File: config.mk
export PLATFORM = sky130hd
export DESIGN_NAME = muldiv_unit
export DESIGN_NICKNAME = d
export VERILOG_FILES = /design/src/rtl/muldiv_unit.sv
export SDC_FILE = /design/constraint.sdc
export NUM_CORES = 1
export LEC_CHECK = 0
export BUFFER_PORTS_ARGS = -buffer_cell sky130_fd_sc_hd__buf_2
export CAP_MARGIN = 25
export CORE_ASPECT_RATIO = 1.2
export CORE_MARGIN = 2
export CORE_UTILIZATION = 60
export DETAILED_ROUTE_END_ITERATION = 8
export PLACE_DENSITY = 0.8
export SYNTH_ARGS = -nofsm -noshare
export SYNTH_HDL_FRONTEND = slang
export SYNTH_SLANG_ARGS = --single-unit
File: constraint.sdc
create_clock -name clk -period 7.47 [get_ports clk]
set_input_delay 1.494 -clock clk [delete_from_list [all_inputs] [get_ports clk]]
set_output_delay 1.494 -clock clk [all_outputs]
set_load 0.005 [all_outputs]
File: src/rtl/muldiv_unit.sv
// Iterative multiply/divide unit owning the HI/LO register pair (shift-add MUL, restoring DIV).
// Build option: define MULDIV_FAST_MUL_EN for a single-cycle multiplier; divide stays iterative.
module muldiv_unit #(
  parameter int WIDTH = 32
) (
  input  logic             clk,
  input  logic             reset,
  input  logic             muldiv_en,
  input  logic [2:0]       muldiv_funct,
  input  logic [WIDTH-1:0] op_a,
  input  logic [WIDTH-1:0] op_b,
  output logic             busy,
  output logic             stall,
  output logic [WIDTH-1:0] result,
  output logic             result_valid,
  output logic             div_zero,
  output logic [WIDTH-1:0] hi_q,
  output logic [WIDTH-1:0] lo_q
);
  localparam int CW = (WIDTH > 1) ? $clog2(WIDTH) : 1;

  typedef enum logic [1:0] {IDLE, MUL, DIV, FIX} state_e;

  state_e           state_q, state_d;
  logic [CW-1:0]    cnt_q, cnt_d;
  logic [WIDTH-1:0] hi_d, lo_d;
  logic             dz_q, dz_d;
  logic             sign_a_q, sign_a_d;
  logic             sign_b_q, sign_b_d;
  logic             is_div_q, is_div_d;
  logic [WIDTH-1:0] work_hi_q, work_hi_d;
  logic [WIDTH-1:0] work_lo_q, work_lo_d;
  logic [WIDTH-1:0] opnd_q, opnd_d;

  logic             accept;
  logic             rd_en;
  logic             cnt_last;
  logic             in_sign_a, in_sign_b;
  logic [WIDTH-1:0] mag_a, mag_b;
  logic [WIDTH:0]   mul_sum;
  logic [WIDTH:0]   div_shift;
  logic [WIDTH:0]   div_trial;
  logic [2*WIDTH-1:0] fix_prod;
  logic [WIDTH-1:0] fix_quo, fix_rem;

  function automatic logic [WIDTH-1:0] abs_w(input logic [WIDTH-1:0] v, input logic sgn);
    logic signed [WIDTH-1:0] s;
    s = v;
    return (sgn && s[WIDTH-1]) ? WIDTH'(-s) : v;
  endfunction

  function automatic logic [WIDTH-1:0] neg_w(input logic [WIDTH-1:0] v, input logic en);
    return en ? -v : v;
  endfunction

  function automatic logic [2*WIDTH-1:0] neg_2w(input logic [2*WIDTH-1:0] v, input logic en);
    return en ? -v : v;
  endfunction

  assign busy         = (state_q != IDLE);
  assign stall        = muldiv_en & busy;
  assign accept       = muldiv_en & ~stall;
  assign rd_en        = accept & muldiv_funct[2] & ~muldiv_funct[1];
  assign result_valid = rd_en;
  assign result       = rd_en ? (muldiv_funct[0] ? hi_q : lo_q) : '0;
  assign div_zero     = dz_q;
  assign cnt_last     = (cnt_q == CW'(WIDTH - 1));

  assign in_sign_a = muldiv_funct[0] & op_a[WIDTH-1];
  assign in_sign_b = muldiv_funct[0] & op_b[WIDTH-1];
  assign mag_a     = abs_w(op_a, muldiv_funct[0]);
  assign mag_b     = abs_w(op_b, muldiv_funct[0]);

`ifdef MULDIV_FAST_MUL_EN
  logic [2*WIDTH-1:0] fast_mag;
  assign fast_mag = {{WIDTH{1'b0}}, mag_a} * {{WIDTH{1'b0}}, mag_b};
`endif

  // Per-iteration datapath and sign fix-up, shared by the FSM below
  always_comb begin
    mul_sum   = {1'b0, work_hi_q} + (work_lo_q[0] ? {1'b0, opnd_q} : '0);
    div_shift = {work_hi_q, work_lo_q[WIDTH-1]};
    div_trial = div_shift - {1'b0, opnd_q};
    fix_prod  = neg_2w({work_hi_q, work_lo_q}, sign_a_q ^ sign_b_q);
    fix_quo   = dz_q ? '1 : neg_w(work_lo_q, sign_a_q ^ sign_b_q);
    fix_rem   = neg_w(work_hi_q, sign_a_q);
  end

  always_comb begin
    state_d   = state_q;
    cnt_d     = cnt_q;
    hi_d      = hi_q;
    lo_d      = lo_q;
    dz_d      = dz_q;
    sign_a_d  = sign_a_q;
    sign_b_d  = sign_b_q;
    is_div_d  = is_div_q;
    work_hi_d = work_hi_q;
    work_lo_d = work_lo_q;
    opnd_d    = opnd_q;
    case (state_q)
      IDLE: begin
        if (accept) begin
          if (!muldiv_funct[2]) begin
            // DIV keeps the dividend in work_lo so quotient bits shift in behind it
            dz_d      = muldiv_funct[1] & (op_b == '0);
            sign_a_d  = in_sign_a;
            sign_b_d  = in_sign_b;
            is_div_d  = muldiv_funct[1];
            work_hi_d = '0;
            work_lo_d = muldiv_funct[1] ? mag_a : mag_b;
            opnd_d    = muldiv_funct[1] ? mag_b : mag_a;
            cnt_d     = '0;
            state_d   = muldiv_funct[1] ? DIV : MUL;
`ifdef MULDIV_FAST_MUL_EN
            if (!muldiv_funct[1]) begin
              {hi_d, lo_d} = neg_2w(fast_mag, in_sign_a ^ in_sign_b);
              state_d      = IDLE;
            end
`endif
          end else if (muldiv_funct[1]) begin
            if (muldiv_funct[0]) hi_d = op_a;
            else                 lo_d = op_a;
          end
        end
      end
      MUL: begin
        work_hi_d = mul_sum[WIDTH:1];
        work_lo_d = {mul_sum[0], work_lo_q[WIDTH-1:1]};
        cnt_d     = cnt_q + CW'(1);
        if (cnt_last) begin
          cnt_d   = '0;
          state_d = FIX;
        end
      end
      DIV: begin
        if (!div_trial[WIDTH]) begin
          work_hi_d = div_trial[WIDTH-1:0];
          work_lo_d = {work_lo_q[WIDTH-2:0], 1'b1};
        end else begin
          work_hi_d = div_shift[WIDTH-1:0];
          work_lo_d = {work_lo_q[WIDTH-2:0], 1'b0};
        end
        cnt_d = cnt_q + CW'(1);
        if (cnt_last) begin
          cnt_d   = '0;
          state_d = FIX;
        end
      end
      FIX: begin
        state_d = IDLE;
        if (is_div_q) begin
          hi_d = fix_rem;
          lo_d = fix_quo;
        end else begin
          {hi_d, lo_d} = fix_prod;
        end
      end
      default: state_d = IDLE;
    endcase
  end

  always_ff @(posedge clk or posedge reset) begin
    if (reset) begin
      state_q   <= IDLE;
      cnt_q     <= '0;
      hi_q      <= '0;
      lo_q      <= '0;
      dz_q      <= 1'b0;
      sign_a_q  <= 1'b0;
      sign_b_q  <= 1'b0;
      is_div_q  <= 1'b0;
      work_hi_q <= '0;
      work_lo_q <= '0;
      opnd_q    <= '0;
    end else begin
      state_q   <= state_d;
      cnt_q     <= cnt_d;
      hi_q      <= hi_d;
      lo_q      <= lo_d;
      dz_q      <= dz_d;
      sign_a_q  <= sign_a_d;
      sign_b_q  <= sign_b_d;
      is_div_q  <= is_div_d;
      work_hi_q <= work_hi_d;
      work_lo_q <= work_lo_d;
      opnd_q    <= opnd_d;
    end
  end

endmodule
==> results_dict.tcl <==
set metrics [dict create \
    post-dp-hpwl_mm 41.11 \
    muxShareOfSynthArea_pct 5.194 \
    crit_chain "buf_2 > buf_4 > inv_1 > nand2b_1 > buf_16 > nor2_1 > buf_2" \
    synth_nets 2095 \
    outcome "finished clean" \
    cp.depth 7 \
    finalHoldViolations 0 \
    critPathTopFamily "buffers and inverters" \
    fillers 2186 \
    netlist.area_leader.share_pct 28.24 \
    p_per_area_mw_per_mm2 488.3 \
    critPathMaxStageDelay_ns 0.57 \
    synthSimpleGateAreaFrac_pct 18.31 \
    period_needed_ns 4.630 \
    clockPowerShare_pct 11.2 \
    arrival_ns 3.14 \
    insertion_delay_ns 0.46 \
    clock_skew_ns 0.01547 \
    final_area_mm2 0.01678 \
    cts_sinks 171 \
    cts_max_path_buffers 2 \
    root_buffer "clkbuf_16" \
    final_cell_mix "nor2_1 (211), nand2_1 (210), o21ai_0 (194), dfrtp_1 (171), buf_2 (169)" \
    crit_buf_inv 5 \
    io_buffers 169 \
    clkSlewWorstSetupHoldPaths_ns 0.08 \
    place_congestion 1.049 \
    setup_viol_count_final 0 \
    numCtsBuffers 17 \
    min_path_type "flop to flop" \
    whs_path_depth 2 \
    rows 63 \
    dpl_cell_area_mm2 0.01611 \
    netlist_area_mm2 0.01515 \
    ys_seq_area_share_pct 28.24 \
    overflow 0 \
    coreArea_mm2 0.02475 \
    antenna_found_initial 4 \
    crit_path_max_fanout 75 \
    drc 0 \
    required_ns 5.98 \
    htree_levels 4 \
    yosys.area.top_type "dfrtp_1" \
    grt_pass1_wl_mm 81.76 \
    ys_seq_elements 171 \
    crit_type "input pin to primary output" \
    synth_fa_ha_area_share_pct 6.374 \
    p_sw_share_pct 54.07 \
    internal_power_uw 3764 \
    reg2reg_depth 14 \
    drive_above_1_share_pct 12.68 \
    min_period_over_period_pct 61.99 \
    async_flop_share_pct 100.0 \
    final_core_util_pct 67.80 \
    vias 15820 \
    grtUsageTotal_pct 40.36 \
    drtPass1Iterations 6 \
    layout.nets 2175 \
    routed_via_density 6.676 \
    slowest_stage "buf_4" \
    cts_tree "built" \
    synth_top_family_by_area "compound AO/OA/AOI/OAI gates" \
    synth_edf_count 0 \
    ios 170 \
    die-area_mm2 0.02655 \
    p_switching_uw 4431 \
    mostFrequentLayoutCell "nor2_1" \
    post-cts-setup-buffers 0 \
    rsz0062_at_grt "no" \
    power.leakage_uw 0.007820 \
    tightest_slew_ns 0.9651 \
    start_util_pct 61.22 \
    end_kind "primary output" \
    seqPwrFrac_pct 23.4 \
    synth_compound_area_share_pct 26.66 \
    ir_drop_mv 0.3499 \
    finalWirelength_mm 54.09 \
    grt_max_degree 95 \
    area_delta_synth_final_pct 10.74 \
    avgSynthCellArea_um2 7.775 \
    ant_nets 0 \
    cp_common_cell "buf_2" \
    synth_cells 1949 \
    dr.first_iter.drc_count 1757 \
    max-cap-violations 0 \
    synth_ff_type "dfrtp_1" \
    yosys.area_share.xor_xnor_pct 10.11 \
    wl_per_cell_um 22.83 \
    cts_resized 0 \
    max_slew_margin_pct 35.66 \
    synth_cell_types 80 \
    die_width_um 149.1 \
    final_max_slew_viol_count 0 \
    hold_buffers 0 \
    yosysWarnings 0 \
    synth_area_leaders "dfrtp_1 (28%), o21ai_0 (6.4%), ha_1 (6.1%)" \
    start_kind "input pin" \
    die_y_um 178.1 \
    comb_power_share_pct 65.5 \
    grt_pass1_vias 14480 \
    tns_ns 0 \
    fmax_mhz 216.0 \
]
-- through the flow --
step	std cells	hold WS [ns]	total power, uW	worst slack [ns]
after global routing	2367	0.5142	8668	2.732
after global placement	2330	0.4509	6934	2.578
after detailed placement	2332	0.4564	7057	2.869
after floorplan	1949	0.4387	5423	1.344
final	2369	0.4698	8194	2.840
after CTS	2364	0.4743	7995	2.873
-- logic make-up after synthesis --
kind of cell | after synthesis
compound gates | 647
xor+xnor | 175
fa+ha+maj | 76
buf+inv | 199
flops | 171
mux | 78
simple gates | 603
-- worst paths after layout --
check	slack, ns	to	start
worst max register to register	3.07	work_hi_q[28]$_DFFE_PP0P_	work_lo_q[0]$_DFFE_PP0P_
min in group asynchronous	1.21	work_hi_q[26]$_DFFE_PP0P_	reset
worst max-delay path	2.84	result[18]	muldiv_funct[1]
worst min-delay path	0.47	opnd_q[27]$_DFFE_PP0P_	opnd_q[27]$_DFFE_PP0P_
max in group asynchronous	5.10	opnd_q[18]$_DFFE_PP0P_	reset
worst min register to register	0.47	opnd_q[27]$_DFFE_PP0P_	opnd_q[27]$_DFFE_PP0P_
-- area by class of cell --
type                       instances  area, um^2  share of cell area (%)
multi-input combinational       1579       10140                   60.42
inverter                          67       256.5                   1.528
timing repair buffer             193        1094                   6.517
tap                              325       406.6                   2.423
antenna                            2       5.005                 0.02982
clock buffer                      17       425.4                   2.535
clock inverter                    15       176.4                   1.051
sequential                       171        4279                   25.50
-- cell usage after synthesis (all sizes together) (4+ instances only) --
| library cell | n |
|---|---|
| o21ai | 212 |
| o21bai | 6 |
| o221ai | 30 |
| dfrtp | 171 |
| a21oi | 158 |
| ha | 74 |
| o31ai | 21 |
| a211oi | 11 |
| or2 | 5 |
| a2111oi | 4 |
| buf | 18 |
| a22oi | 49 |
| xnor2 | 93 |
| nor2b | 18 |
| or3 | 18 |
| mux2i | 73 |
| nand2b | 13 |
| inv | 67 |
| clkbuf | 114 |
| o22ai | 34 |
| and2 | 13 |
| and4 | 5 |
| xor2 | 82 |
| a21o | 31 |
| or4 | 15 |
| nand4 | 9 |
| and3 | 14 |
| nand3 | 13 |
| nor2 | 211 |
| a21boi | 4 |
| nand2 | 213 |
| o21a | 13 |
| nor4 | 16 |
| a31oi | 17 |
| o211ai | 5 |
| mux2 | 5 |
| nand3b | 4 |
| a211o | 5 |
| nor3 | 29 |
| o41ai | 12 |
-- state kept, by name, summed over array words and instances (netlist names) --
signal / count
work_hi_q: 32
sign_a_q: 1
cnt_q: 5
div_zero: 1
is_div_q: 1
state_q: 2
opnd_q: 32
lo_q: 32
sign_b_q: 1
work_lo_q: 32
hi_q: 32
-- routing by layer --
metal | vias up | wire length, um | GRT usage [%]
met5 | - | 27 | 0
met4 | 4 | 4169 | 25.95
met3 | 248 | 4348 | 7.212
met2 | 881 | 25930 | 67.91
met1 | 7502 | 19620 | 47.45
li1 | 7181 | - | -
-- worst reg2reg max path, delay by kind of cell, from the launching register on --
kind            cells  cell delay [ns]
fa+ha+maj           1             0.37
buf+inv             2             0.42
flops               1             0.50
simple gates        2             0.30
compound gates      8             2.52
xor+xnor            1             0.18
-- power groups by stage --
stage          logic (uW)  clock network (uW)  registers, uW
2_1_floorplan        3780                   0           1640
3_3_place_gp         5050                   0           1890
3_5_place_dp         5160                   0           1900
4_1_cts              5190                 917           1890
5_1_grt              5760                 958           1950
6_report             5360                 915           1920
Note: power is estimated with default switching activity, not from simulation.
